[src/rtl/gpio_in_filter.sv]
// -----------------------------------------------------------------------------
// gpio_in_filter
//
// Input conditioning between the GPIO pads and the GPIO core. Each pad is
// first brought into the PCLK domain through a SYNC_STAGES-deep flop chain,
// then passed through a per-pin glitch/debounce filter. A new level is
// accepted only after th+1 consecutive PCLK edges on which the synchronised
// level differs from the filtered level. Any edge on which they agree
// restarts the count. th = 0 degenerates to a plain one-register delay.
//
// Registered rise/fall pulses appear in the same cycle pin_filt shows the
// new level, so the core can set its interrupt flags directly from them.
//
// Ports:
//   PCLK        system clock, all flops on the rising edge
//   PRESET      asynchronous active-high reset, clears every flop
//   pin_async   raw pad inputs, asynchronous to PCLK
//   filt_th     per-pin thresholds, pin i uses [i*TH_W +: TH_W]
//   pin_filt    filtered, synchronous pin level
//   rise_pulse  one-cycle pulse on a filtered 0->1 transition
//   fall_pulse  one-cycle pulse on a filtered 1->0 transition
//
// SYNC_STAGES must be 2 or more for metastability protection.
// -----------------------------------------------------------------------------
module gpio_in_filter #(
    parameter int WIDTH       = 32,
    parameter int TH_W        = 4,
    parameter int SYNC_STAGES = 2
) (
    input  logic                    PCLK,
    input  logic                    PRESET,
    input  logic [WIDTH-1:0]        pin_async,
    input  logic [WIDTH*TH_W-1:0]   filt_th,
    output logic [WIDTH-1:0]        pin_filt,
    output logic [WIDTH-1:0]        rise_pulse,
    output logic [WIDTH-1:0]        fall_pulse
);

    // Synchroniser chain; index is the stage, the last stage feeds the filter.
    logic [WIDTH-1:0] sync_p [SYNC_STAGES];
    logic [TH_W-1:0]  cnt_q  [WIDTH];

    logic [WIDTH-1:0] sync_lvl;
    logic [WIDTH-1:0] mism;
    logic [WIDTH-1:0] accept;

    function automatic logic [TH_W-1:0] th_of(input logic [WIDTH*TH_W-1:0] th_vec,
                                              input int pin);
        th_of = th_vec[pin*TH_W +: TH_W];
    endfunction

    assign sync_lvl = sync_p[SYNC_STAGES-1];

    // cnt counts mismatching edges already seen; once it has reached th the
    // current mismatching edge is the (th+1)-th and the new level is taken.
    // Comparing with >= also covers th being lowered below a running count.
    always_comb begin
        mism   = '0;
        accept = '0;
        for (int i = 0; i < WIDTH; i++) begin
            mism[i]   = sync_lvl[i] ^ pin_filt[i];
            accept[i] = mism[i] && (cnt_q[i] >= th_of(filt_th, i));
        end
    end

    always_ff @(posedge PCLK or posedge PRESET) begin
        if (PRESET) begin
            for (int s = 0; s < SYNC_STAGES; s++) begin
                sync_p[s] <= '0;
            end
            for (int i = 0; i < WIDTH; i++) begin
                cnt_q[i] <= '0;
            end
            pin_filt   <= '0;
            rise_pulse <= '0;
            fall_pulse <= '0;
        end else begin
            // --- stage: synchroniser ---
            sync_p[0] <= pin_async;
            for (int s = 1; s < SYNC_STAGES; s++) begin
                sync_p[s] <= sync_p[s-1];
            end

            // --- stage: filter and edge pulses ---
            pin_filt   <= pin_filt ^ accept;
            rise_pulse <= accept & sync_lvl;
            fall_pulse <= accept & ~sync_lvl;
            for (int i = 0; i < WIDTH; i++) begin
                if (!mism[i] || accept[i]) begin
                    cnt_q[i] <= '0;
                end else begin
                    cnt_q[i] <= cnt_q[i] + 1'b1;
                end
            end
        end
    end

endmodule
[config.mk]
export PLATFORM = sky130hd
export DESIGN_NAME = gpio_in_filter
export DESIGN_NICKNAME = d
export VERILOG_FILES = /design/src/rtl/gpio_in_filter.sv
export SDC_FILE = /design/constraint.sdc
export NUM_CORES = 1
export LEC_CHECK = 0
export ABC_AREA = 1
export BUFFER_PORTS_ARGS = -buffer_cell sky130_fd_sc_hd__buf_4
export CAP_MARGIN = 20
export CORE_UTILIZATION = 34
export CTS_CLUSTER_DIAMETER = 80
export DETAILED_ROUTE_END_ITERATION = 12
export GPL_TIMING_DRIVEN = 1
export HOLD_SLACK_MARGIN = 0.1
export PLACE_DENSITY_LB_ADDON = 0.3
export SKIP_LAST_GASP = 1
export SYNTH_ARGS = -nofsm -noshare
export SYNTH_HDL_FRONTEND = slang
export SYNTH_SLANG_ARGS = --single-unit
[constraint.sdc]
create_clock -name PCLK -period 20.1 [get_ports PCLK]
set_input_delay 0 -clock PCLK [delete_from_list [all_inputs] [get_ports PCLK]]
set_output_delay 0 -clock PCLK [all_outputs]
set_load 0.01 [all_outputs]
## After elaboration in Yosys (flattened, before gate mapping)

Index checks and enable logic that the tools add are counted.

| cells by class | value |
|---|---|
| $add $sub $neg | 32 |
| magnitude comparators | 32 |
| mux-type cells | 32 |
| bitwise logic cells | 36 |
| reductions and logical operators | 96 |

Operators with widths:

| kind | count |
|---|---|
| $add A4 B1 Y4 const B | 32 |
| $ge A4 B4 Y1 | 32 |
| $mux W4 | 32 |
| $and A32 B32 Y32 | 2 |
| $logic_and A1 B1 Y1 | 32 |
| $logic_not A1 Y1 | 32 |
| $logic_or A1 B1 Y1 | 32 |
| $not A32 Y32 | 1 |
| $xor A1 B1 Y1 | 32 |
| $xor A32 B32 Y32 | 1 |

| storage, ports and cells | value |
|---|---|
| register bits | 288 |
| input port bits | 162 |
| output and inout bits | 96 |
| logic and storage cells | 265 |

## Depth between registers and ports, before layout

Gate-level depths: netlist of the first run.

| logic depth | value |
|---|---|
| depth after elaboration | 4 |
| mapped depth | 9 |
| gate-level depth less buffers | 9 |

## Worst setup path after synthesis of the first run

OpenSTA, ideal clock, no wires.

| path | value |
|---|---|
| path type | register to register |
| from | register cnt_q[3] in the netlist's numbering |
| to | register (tool-made name) |
| setup time | 117 ps |
| arrival time | 1080 ps |
| data required time | 19983 ps |
| setup slack | 18903 ps |
| cell stages (with the launch flop) | 8 |
| buffers on the path | 0 |
| cells stage by stage | dfrtp_1 > ha_1 > nand2_1 > inv_1 > nand2_1 > nand3_1 > nand2_1 > nand2_1 |

RTL lines:

| what | line | text |
|---|---|---|
| from (decl) | 41 | `logic [TH_W-1:0] cnt_q [WIDTH];` |
| from (signal, indexed assignment) | 92 | `cnt_q[i] <= cnt_q[i] + 1'b1;` |

==> results of run 1 <==
-- synth_stat cells --
cell,number
dfrtp_1,288
xnor2_1,32
nor2_1,128
nand2_2,22
xor2_1,32
nand4_2,32
nand4_1,32
ha_1,160
inv_1,470
nand3_2,11
a21oi_2,21
nand3_1,53
a21oi_4,11
nand2_1,394
inv_2,11
-- metrics by stage --
| stage | hold WS (ns) | worst slack [ns] |
|---|---|---|
| 6_report | 0.132 | 16.66 |
| 5_1_grt | 0.117 | 16.52 |
| 4_1_cts | 0.101 | 16.72 |
| 3_5_place_dp | 0.110 | 18.36 |
| 3_3_place_gp | 0.110 | 18.38 |
| 2_1_floorplan | 0.0314 | 12.15 |
-- tightest hold or removal path, cell delays in order --
cell,delay (ns)
buf_4,0.11
inv_1,0.05
ha_1,0.13
inv_1,0.03
nand2_1,0.05
nand2_1,0.08
nand4_2,0.12
nor2_1,0.05
-- power groups by stage --
stage	clock, mW	combinational (mW)	sequential [mW]
final	0.677	0.731	0.784
after global routing	0.725	0.837	0.800
after CTS	0.706	0.729	0.784
after detailed placement	0	0.572	0.793
after global placement	0	0.554	0.789
after floorplan	0	0.373	0.792
-- timing repair --
| item | in CTS | in global routing |
|---|---|---|
| setup endpoints to repair | 0 | 0 |
| hold buffers | 273 | 0 |
| endpoints found under the hold margin | 365 | 0 |
-- final timing paths --
| check | start | end | slack [ns] | cells after the start |
|---|---|---|---|---|
| max reg2reg | cnt_q[61] | register | 16.66 | 10 |
| min | filt_th[17] | cnt_q[109] | 0.13 | 8 |
| min reg2reg | sync_p[49] | sync_lvl[17] | 0.33 | 0 |
| min in group asynchronous | PRESET | fall_pulse[24] | 0.14 | 3 |
| max | cnt_q[61] | register | 16.66 | 10 |
| max in group asynchronous | PRESET | sync_p[49] | 18.54 | 4 |
-- routing by layer --
metal / GRT usage [%] / vias up / wire length, um
met5: 0 / - / 0
met4: 6.35 / 0 / 933
met3: 3.55 / 69 / 1750
met2: 26.7 / 211 / 16200
met1: 17.2 / 5569 / 13900
li1: - / 6207 / -
-- kinds of logic after synthesis --
kind of cell    Yosys count
xor+xnor                 64
flops                   288
buf+inv                 481
compound gates           32
simple gates            672
fa+ha+maj               160
-- layout make-up --
class / count / area share (%)
multi-input cells: 928 / 27.7
clock inverters: 13 / 0.837
diodes: 6 / 0.0692
inverters: 481 / 8.36
well taps: 585 / 3.37
flip-flops and latches: 288 / 33.2
clock buffers: 48 / 4.89
repair buffers: 531 / 21.6
==> implementation parameters, run 1 <==
Parameter                              Value

GRT
  Global-route wire length before repair    55400 um
  Number of antenna violations at the first check in global routing    5
  Global-route congestion overflow total    0
  Largest net degree at the start of global routing    180
  All-Layer GR Usage    15.1%
  Vias in the first global route    12500

Clock network
  Worst-skew pair later-pin latency    0.54 ns
  CTS H-tree lvls    2
  Number of setup buffers added after CTS    0
  Count of clock tree sinks    288
  Resized Gates After CTS    0
  Buffer depth of the longest clock path    3
  CTS Buf Count    37
  Clock transition time at the flip-flop clock pins of the worst setup and hold paths    0.06 ns
  Clock tree from TritonCTS    done
  Cell chosen for the clock root    clkbuf_16

STA
  Number of failing hold endpoints at the final stage    0
  Clock Skew    0.0230 ns
  Setup TNS after final layout    0 ns
  Max-slew violation count    0
  RSZ-0062 raised after global routing    false
  Final period demand of the worst path    3.44 ns
  Number of failing setup endpoints in the final timing report    0
  Transition time at the pin with the least slew margin    0.979 ns
  Fraction of the cycle the final worst path needs    17.1%
  Rel. slew slack    34.7%
  Max Clock Freq    0.290 GHz

Logic synthesis
  Fraction of the mapped netlist area in simple logic gates    20.5%
  Compound-cell area share of the yosys netlist    2.42%
  Top-area cell type share of the netlist area    48.0%
  Net count after synthesis    2019
  Synth Cell Area    0.0150 mm2
  Share of synthesized area spent on multiplexers    0%
  Largest family of logic cells by synthesized area    simple AND/OR/NAND/NOR gates
  Synth warnings    0
  Ranking of synthesized cells by area    dfrtp_1, ha_1, inv_1
  Sequential element share of the synthesized area    48.0%
  Synth Area per Inst    8.85 um2
  Number of distinct library cell variants in the gate-level netlist after synthesis    15
  Xor and xnor area share after synthesis    3.73%
  #FFs+latches synth    288
  Number of cells produced by synthesis    1697
  Adder and majority cell fraction of the synthesized area    13.3%
  Synth area leader    dfrtp_1

Pwr
  Switching power total    0.698 mW
  Largest vdd supply drop    0.0000540 V
  Part of the power in combinational logic    33.4%
  Switching fraction of total power    31.8%
  Leakage power    12.7 nW
  Relative contribution of sequential cells to total power    35.8%
  Clock power share    30.9%
  Power density over the cells    101 mW/mm2
  Total Power    2.19 mW
  Internal Pwr Total    1.49 mW

Setup path
  CP required    20.51 ns
  Buffers plus inverters on the worst setup path    5
  Critical-path top delay cell    dlygate4sd3_1
  Element type at the critical path end    register
  Worst Setup Start Kind    register
  CP Data Arrival Time    3.86 ns
  Start-to-end type of the worst setup path    reg2reg
  Maximum fanout count along the critical path    3
  Largest stage delay on the critical path    0.57 ns
  Top cell family by delay on the critical path    buffers and inverters
  Cell mode on critical path    dlygate4sd3_1
  CP cell instances    ha_1 -> nand2_1 -> dlygate4sd3_1 -> inv_1 -> nand2_2 -> dlygate4sd3_1 -> nand4_1 -> dlygate4sd3_1 -> nand2_1 -> dlygate4sd3_1

Flow run
  Max capacitance violation total    0

Floorplan
  Area of the die    0.0450 mm2
  Site Rows    76
  Chip height    212 um
  Chip width    212 um
  Initial core utilization    34.7%
  Area of the core    0.0433 mm2
  IO Pins    258

Route
  Initial DRT Pass Iterations    6
  Vias per inst    4.19
  Routed wirelength normalized by instance count    11.4 um
  Via Count    12100
  Count of routing violations after the opening detailed-route iteration    453
  Detail Route Antenna Nets    0
  Routed wire length    32800 um
  Remaining routing DRC violations    0

Finish
  Share of final-layout standard cells stronger than drive strength 1    18.5%
  Sequential cell area    0.00721 mm2
  Final design instance area without fill    0.0217 mm2
  Leading cell type in the layout, fill and taps excluded    inv_1
  Layout Area Growth over Synthesis    44.5%
  Filler cell count    3948
  Layout Nets    2589
  Post-Route Utilization    50.1%
  Finished Layout Cells    2880
  Most frequent cells in the layout    inv_1, nand2_1, dfrtp_1
  Area occupied by multi-input gates    0.00600 mm2

Placement
  Post-DP HPWL    22000 um
  Routability-driven placement congestion ratio    0.795
  Area post-placement    0.0177 mm2
  Total of buffers placed on input and output ports    257
  Number of cells in the design after placement    2540

Worst hold path
  Worst min-delay path category    in2reg

Status
  Run status    completed
Note: power is estimated with default switching activity, not from simulation.
==> inputs of run 2 (changes only) <==
==> constraint.sdc (replaced) <==
create_clock -name PCLK -period 2.99 [get_ports PCLK]
set_input_delay 0 -clock PCLK [delete_from_list [all_inputs] [get_ports PCLK]]
set_output_delay 0 -clock PCLK [all_outputs]
set_load 0.01 [all_outputs]
==> run 2 against run 1 <==
Compared with the run above:
- combinational power grew to 6.7 times the previous value
- die area unchanged
- largest cell class unchanged
- clock power rose to 6.9 times the previous value
- global-route usage rose by 0.090 points
- cell count increased by 0.28%
- sequential share of layout area shrank 0.11 points
- clock skew shrank 0.011 ns
- cell area up 0.33%
- register-to-register slack worse by 17 ns
- clock-buffer cell count grew 10
==> implementation parameters, run 2 (synthesis results as in run 1) <==
Parameter                              Value

Clock network
  Number of setup buffers added after CTS    0 (unchanged)
  CTS H-tree lvls    2 (unchanged)
  Clock tree from TritonCTS    done
  Cell chosen for the clock root    clkbuf_16
  Count of clock tree sinks    288 (unchanged)
  Clock transition time at the flip-flop clock pins of the worst setup and hold paths    0.05 ns (about the same)
  Buffer depth of the longest clock path    3 (unchanged)
  CTS Buf Count    39 (+5.4%)
  Worst-skew pair later-pin latency    0.54 ns (about the same)
  Resized Gates After CTS    0 (unchanged)

STA
  RSZ-0062 raised after global routing    false
  Number of failing setup endpoints in the final timing report    0 (unchanged)
  Fraction of the cycle the final worst path needs    97.2% (+80 points)
  Rel. slew slack    61.9% (+27 points)
  Number of failing hold endpoints at the final stage    0 (unchanged)
  Final period demand of the worst path    2.91 ns (-0.537 ns)
  Transition time at the pin with the least slew margin    0.571 ns (-0.408 ns)
  Clock Skew    0.0117 ns (-0.0113 ns)
  Max Clock Freq    0.344 GHz (+18%)
  Worst hold slack    0.133 ns (+0.000994 ns)
  Max-slew violation count    0 (unchanged)

Flow run
  Max capacitance violation total    0 (unchanged)

Setup path
  Largest stage delay on the critical path    0.59 ns (+0.02 ns)
  Start-to-end type of the worst setup path    reg2reg
  Setup crit start    cnt_q[31]
  Buffers plus inverters on the worst setup path    4 (-1)
  Maximum fanout count along the critical path    3 (unchanged)
  Startpoint of the most critical register-to-register path    cnt_q[31]
  Flop-to-flop setup slack    0.08 ns (-16.57 ns)
  CP required    3.41 ns (-17.10 ns)
  Worst Setup Start Kind    register
  CP cell instances    ha_1 -> nand2_1 -> inv_1 -> nand2_1 -> dlygate4sd3_1 -> nand4_1 -> dlygate4sd3_1 -> nand2_1 -> dlygate4sd3_1
  CP Data Arrival Time    3.32 ns (-0.54 ns)
  Element type at the critical path end    register
  Critical-path top delay cell    dlygate4sd3_1
  Number of cells on the worst reg-to-reg path    9 (-1)
  Top cell family by delay on the critical path    buffers and inverters

Route
  Detail Route Antenna Nets    0 (unchanged)
  Routed wire length    33100 um (+0.83%)
  Routed wirelength normalized by instance count    11.5 um (+0.55%)
  Initial DRT Pass Iterations    5 (-1)
  Via Count    12100 (+0.42%)
  Count of routing violations after the opening detailed-route iteration    425 (-6.2%)
  Vias per inst    4.19 (+0.14%)
  Remaining routing DRC violations    0 (unchanged)

GRT
  Largest net degree at the start of global routing    104 (-42%)
  Global-route congestion overflow total    0 (unchanged)
  Global-route wire length before repair    55800 um (+0.70%)
  Number of antenna violations at the first check in global routing    3 (-2)
  All-Layer GR Usage    15.1% (+0.090 points)
  Vias in the first global route    12500 (-0.080%)

Pwr
  Switching power total    4.71 mW (+570%)
  Relative contribution of sequential cells to total power    35.7% (about the same)
  Largest vdd supply drop    0.000450 V (+730%)
  Leakage power    12.7 nW (+0.16%)
  Power density over the cells    679 mW/mm2 (+570%)
  Part of the power in combinational logic    32.9% (-0.5 points)
  Internal Pwr Total    10.1 mW (+570%)
  Clock power share    31.4% (+0.5 points)
  Switching fraction of total power    31.9% (+0.035 points)

Floorplan
  Area of the core    0.0433 mm2 (unchanged)
  IO Pins    258 (unchanged)
  Area of the die    0.0450 mm2 (unchanged)
  Chip height    212 um (unchanged)
  Initial core utilization    34.7% (unchanged)
  Chip width    212 um (unchanged)
  Site Rows    76 (unchanged)

Placement
  Routability-driven placement congestion ratio    0.781 (-1.8%)
  Total of buffers placed on input and output ports    257 (unchanged)
  Post-DP HPWL    22300 um (+1.2%)
  Number of cells in the design after placement    2544 (+0.16%)

Worst hold path
  Hold path endpoint    cnt_q[44]
  Worst hold start    filt_th[81]
  Worst hold path depth    8 (unchanged)
  Worst min-delay path category    in2reg

Status
  Run status    completed

Finish
  Share of final-layout standard cells stronger than drive strength 1    18.6% (+0.12 points)
  Layout Nets    2594 (+0.19%)
  Layout Area Growth over Synthesis    45.0%
  Finished Layout Cells    2888 (+0.28%)
  Leading cell type in the layout, fill and taps excluded    inv_1
  Most frequent cells in the layout    inv_1, nand2_1, dfrtp_1
## run 2: worst min-delay path, stage by stage
cell	delay, ns
buf_4	0.11
inv_1	0.05
ha_1	0.13
inv_1	0.03
nand2_1	0.05
nand2_1	0.08
nand4_2	0.11
nor2_1	0.05
## run 2: layer usage
layer / vias up / routed length (um) / global-route usage, %
met2: 189 / 16500 / 26.6
met1: 5624 / 14100 / 18.1
met5: - / 16 / 0
met4: 2 / 804 / 5.42
li1: 6235 / - / -
met3: 57 / 1640 / 3.34
## run 2: worst max path at each step
stage                      to  slack (ns)  depth (start not counted)
global route         register       0.007                          9
global placement     register        1.70                          8
floorplan           async pin       -0.83                          1
finish               register        0.08                          9
CTS                 cnt_q[72]        0.06                         10
detailed placement  cnt_q[82]        1.66                          6
## run 2: what timing repair did
item                       4_1_cts  5_1_grt
hold buffers                   273        0
setup endpoints to repair        0        4
hold endpoints to repair       534        0
## run 2: final cells by class
type,count,area (um2)
Inverter,481,1810
Clock buffer,58,1140
Timing Repair Buffer,534,4710
Fill cell,3892,21500
Clock inverter,12,154
Tap cell,585,732
Antenna cell,2,5.00
Multi-Input combinational cell,928,6000
Sequential cell,288,7210
## run 2: stage by stage
stage | total power [mW] | util, % | setup WS (ns) | area (um2) | TNS [ns]
2_1_floorplan | 7.83 | - | -0.829 | 15000 | -238.81
3_3_place_gp | 9.04 | 41.0 | 1.70 | 17700 | 0
3_5_place_dp | 9.20 | 41.0 | 1.66 | 17700 | 0
4_1_cts | 15.0 | 50.3 | 0.0568 | 21800 | 0
5_1_grt | 15.9 | 50.3 | 0.00701 | 21800 | 0
6_report | 14.8 | 50.3 | 0.0832 | 21800 | 0
## run 2: power by group through the flow
| stage | sequential, mW | clock [mW] | combinational, mW |
|---|---|---|---|
| after global placement | 5.31 | 0 | 3.73 |
| after floorplan | 5.33 | 0 | 2.51 |
| final | 5.27 | 4.64 | 4.87 |
| after detailed placement | 5.33 | 0 | 3.87 |
| after CTS | 5.27 | 4.82 | 4.87 |
| after global routing | 5.39 | 4.96 | 5.58 |
==> inputs of run 3 (changes only) <==
--- a/config.mk
+++ b/config.mk
@@ -5,7 +5,6 @@
 export SDC_FILE = /design/constraint.sdc
 export NUM_CORES = 1
 export LEC_CHECK = 0
-export ABC_AREA = 1
 export BUFFER_PORTS_ARGS = -buffer_cell sky130_fd_sc_hd__buf_4
 export CAP_MARGIN = 20
 export CORE_UTILIZATION = 34
==> run 3 against run 2 <==
Compared with the run above:
- maximum frequency grew 58%
- clock-buffer cell count is 7 lower
- non-clock buffer count down 214
- sequential power up 4%
- global-route usage fell by 1.9 points
- first-iteration DRC count shrank 39%
- clock power down 11%
- combinational power is 3% lower
- critical path depth down 3
- hold slack improved by 0.015 ns
- clock skew up 0.0040 ns
- via count shrank 24%
==> implementation parameters, run 3 <==
Parameter                              Value

Logic synthesis
  Number of distinct library cell variants in the gate-level netlist after synthesis    15 (unchanged)
  Number of cells produced by synthesis    1121 (-34%)
  Sequential element share of the synthesized area    50.1% (+2.1 points)
  Net count after synthesis    1443 (-29%)
  Fraction of the mapped netlist area in simple logic gates    14.5% (-6.0 points)
  Ranking of synthesized cells by area    dfrtp_1, ha_1, a2111oi_4
  Synth area leader    dfrtp_1
  Async set or reset register ratio after synthesis    100% (unchanged)
  Share of synthesized area spent on multiplexers    3.34% (+3.3 points)
  Largest family of logic cells by synthesized area    simple AND/OR/NAND/NOR gates
  Leading post-synthesis cells by instance count    dfrtp_1, ha_1, inv_1, nor2_1
  Top-area cell type share of the netlist area    50.1% (+2.1 points)
  Synth Cell Area    0.0144 mm2 (-4.2%)
  Most frequent cell after synthesis    dfrtp_1
  #FFs+latches synth    288 (unchanged)
  Commonest register cell after synthesis    dfrtp_1
  Compound-cell area share of the yosys netlist    8.91% (+6.5 points)
  Adder and majority cell fraction of the synthesized area    13.9% (+0.59 points)
  Synth Area per Inst    12.8 um2 (+45%)
  Number of enable-type register cells in the synthesized netlist    0 (unchanged)
  Xor and xnor area share after synthesis    5.85% (+2.1 points)
  Synth warnings    0 (unchanged)

STA
  Number of failing setup endpoints in the final timing report    0 (unchanged)
  Clock Skew    0.0157 ns (+0.00399 ns)
  Max Clock Freq    0.543 GHz (+58%)
  RSZ-0062 raised after global routing    false
  Final period demand of the worst path    1.84 ns (-1.06 ns)
  Fraction of the cycle the final worst path needs    61.6% (-36 points)
  Worst hold slack    0.148 ns (+0.0147 ns)
  Max-slew violation count    0 (unchanged)
  Transition time at the pin with the least slew margin    0.779 ns (+0.208 ns)
  Rel. slew slack    47.9% (-14 points)
  Setup TNS after final layout    0 ns (unchanged)
  Number of failing hold endpoints at the final stage    0 (unchanged)

Clock network
  Resized Gates After CTS    0 (unchanged)
  CTS H-tree lvls    2 (unchanged)
  Buffer depth of the longest clock path    3 (unchanged)
  Clock tree from TritonCTS    done
  Worst-skew pair later-pin latency    0.53 ns (about the same)
  Cell chosen for the clock root    clkbuf_16
  Count of clock tree sinks    288 (unchanged)
  Clock transition time at the flip-flop clock pins of the worst setup and hold paths    0.05 ns (about the same)
  CTS Buf Count    36 (-7.7%)
  Number of setup buffers added after CTS    0 (unchanged)

Setup path
  Element type at the critical path end    register
  Number of cells on the worst reg-to-reg path    6 (-3)
  Maximum fanout count along the critical path    4 (+1)
  Largest stage delay on the critical path    0.39 ns (-0.20 ns)
  CP required    3.40 ns (about the same)
  Flop-to-flop setup slack    1.15 ns (+1.06 ns)
  Start-to-end type of the worst setup path    reg2reg
  Startpoint of the most critical register-to-register path    cnt_q[72]
  Buffers plus inverters on the worst setup path    1 (-3)
  CP Data Arrival Time    2.25 ns (-1.07 ns)
  Top cell family by delay on the critical path    flip-flops
  CP cell instances    inv_1 -> ha_1 -> nand2b_4 -> a2111oi_4 -> or2_4 -> mux2_4
  Worst Setup Start Kind    register
  Critical-path top delay cell    dfrtp_1

Flow run
  Max capacitance violation total    0 (unchanged)

Pwr
  Power density over the cells    763 mW/mm2 (+12%)
  Largest vdd supply drop    0.000370 V (-18%)
  Switching power total    4.37 mW (-7.2%)
  Clock power share    29.0% (-2.4 points)
  Part of the power in combinational logic    32.8% (about the same)
  Relative contribution of sequential cells to total power    38.2% (+2.5 points)
  Leakage power    9.53 nW (-25%)
  Switching fraction of total power    30.5% (-1.4 points)
  Internal Pwr Total    9.95 mW (-1.1%)

Placement
  Post-DP HPWL    20200 um (-9.6%)
  Routability-driven placement congestion ratio    0.779 (-0.27%)
  Area post-placement    0.0171 mm2 (-3.9%)
  Total of buffers placed on input and output ports    257 (unchanged)

Route
  Routed wirelength normalized by instance count    13.4 um (+17%)
  Detail Route Antenna Nets    0 (unchanged)
  Vias per inst    4.49 (+7.2%)
  Count of routing violations after the opening detailed-route iteration    258 (-39%)
  Via Count    9143 (-24%)
  Remaining routing DRC violations    0 (unchanged)
  Routed wire length    27300 um (-17%)
  Initial DRT Pass Iterations    4 (-1)

Finish
  Layout Nets    1801 (-31%)
  Leading cell type in the layout, fill and taps excluded    dfrtp_1
  Final design instance area without fill    0.0188 mm2 (-14%)
  Filler cell count    3771 (-3.1%)
  Most frequent cells in the layout    dfrtp_1, buf_4, ha_1
  Post-Route Utilization    45.4% (-4.9 points)
  Share of final-layout standard cells stronger than drive strength 1    31.7% (+13 points)
  Layout Area Growth over Synthesis    30.5%

Status
  Run status    completed

Worst hold path
  Worst min-delay path category    in2reg
  Worst hold start    pin_async[18]
  Worst hold path depth    2 (-6)
  Hold path endpoint    sync_p[50]

Floorplan
  Initial core utilization    34.8% (+0.12 points)
  IO Pins    258 (unchanged)
  Site Rows    74 (-2.6%)
  Area of the die    0.0431 mm2 (-4.2%)
  Area of the core    0.0413 mm2 (-4.6%)
  Chip width    208 um (-2.1%)
  Chip height    208 um (-2.1%)

GRT
  Number of antenna violations at the first check in global routing    2 (-1)
  Global-route wire length before repair    47100 um (-16%)
  All-Layer GR Usage    13.2% (-1.9 points)
  Largest net degree at the start of global routing    90 (-13%)
  Vias in the first global route    9807 (-21%)
  Global-route congestion overflow total    0 (unchanged)
[run 3: cell count changes in the layout (fill, tap and decap cells not counted), moves of 64 or more]
cell	previous run	this run
dlygate4sd3_1	272	58
inv_1	469	128
nand2_1	394	0
nor3b_1	0	64
[run 3: final cells by class]
class	count	area, um2	area share [%]
timing repair buffer	320	2580	13.8
tap	532	666	3.55
clock buffer	51	1040	5.53
clock inverter	10	90.1	0.480
sequential	288	7210	38.4
multi-input combinational	704	6690	35.6
inverter	129	488	2.60
antenna	1	2.50	0.0133
[run 3: cells by family after synthesis]
| group | count (synthesis) |
|---|---|
| multiplexers | 32 |
| AND/OR/NAND/NOR | 320 |
| adder cells (fa/ha/maj) | 160 |
| AO/OA/AOI/OAI | 96 |
| XOR/XNOR | 96 |
| buffers and inverters | 129 |
| flip-flops | 288 |
[run 3: worst max path at each step]
stage          startpoint         to  cells after the start
2_1_floorplan      PRESET  async pin                      1
3_3_place_gp    cnt_q[52]   register                      6
3_5_place_dp    cnt_q[24]   register                      6
4_1_cts         cnt_q[24]   register                      6
5_1_grt         cnt_q[36]   register                      6
6_report        cnt_q[72]   register                      6
[run 3: metal layers]
metal | share of wire (%) | wire length (um) | track usage (%) | vias to the layer above
met1 | 44 | 12000 | 16.3 | 4424
li1 | - | - | - | 4502
met2 | 48 | 13100 | 22.1 | 164
met4 | 2.6 | 705 | 5.11 | 2
met5 | 0.029 | 8 | 0 | -
met3 | 5.4 | 1480 | 3.42 | 51
[run 3: power by group through the flow]
stage / clock network (mW) / registers [mW] / logic, mW
2_1_floorplan: 0 / 5.50 / 3.38
3_3_place_gp: 0 / 5.51 / 4.62
3_5_place_dp: 0 / 5.54 / 4.71
4_1_cts: 4.32 / 5.48 / 4.80
5_1_grt: 4.47 / 5.61 / 5.25
6_report: 4.15 / 5.47 / 4.70
[run 3: per-stage QoR]
stage / worst slack (ns) / total power, mW / cells
floorplan: -0.829 / 8.88 / 1121
global placement: 1.17 / 10.1 / 1915
detailed placement: 1.15 / 10.2 / 1915
CTS: 1.14 / 14.6 / 2034
global route: 1.05 / 15.3 / 2035
finish: 1.15 / 14.3 / 2035
[run 3: repair_timing]
item	CTS	global route
hold buffers	58	0
setup endpoints to repair	0	0
hold endpoints to repair	59	0
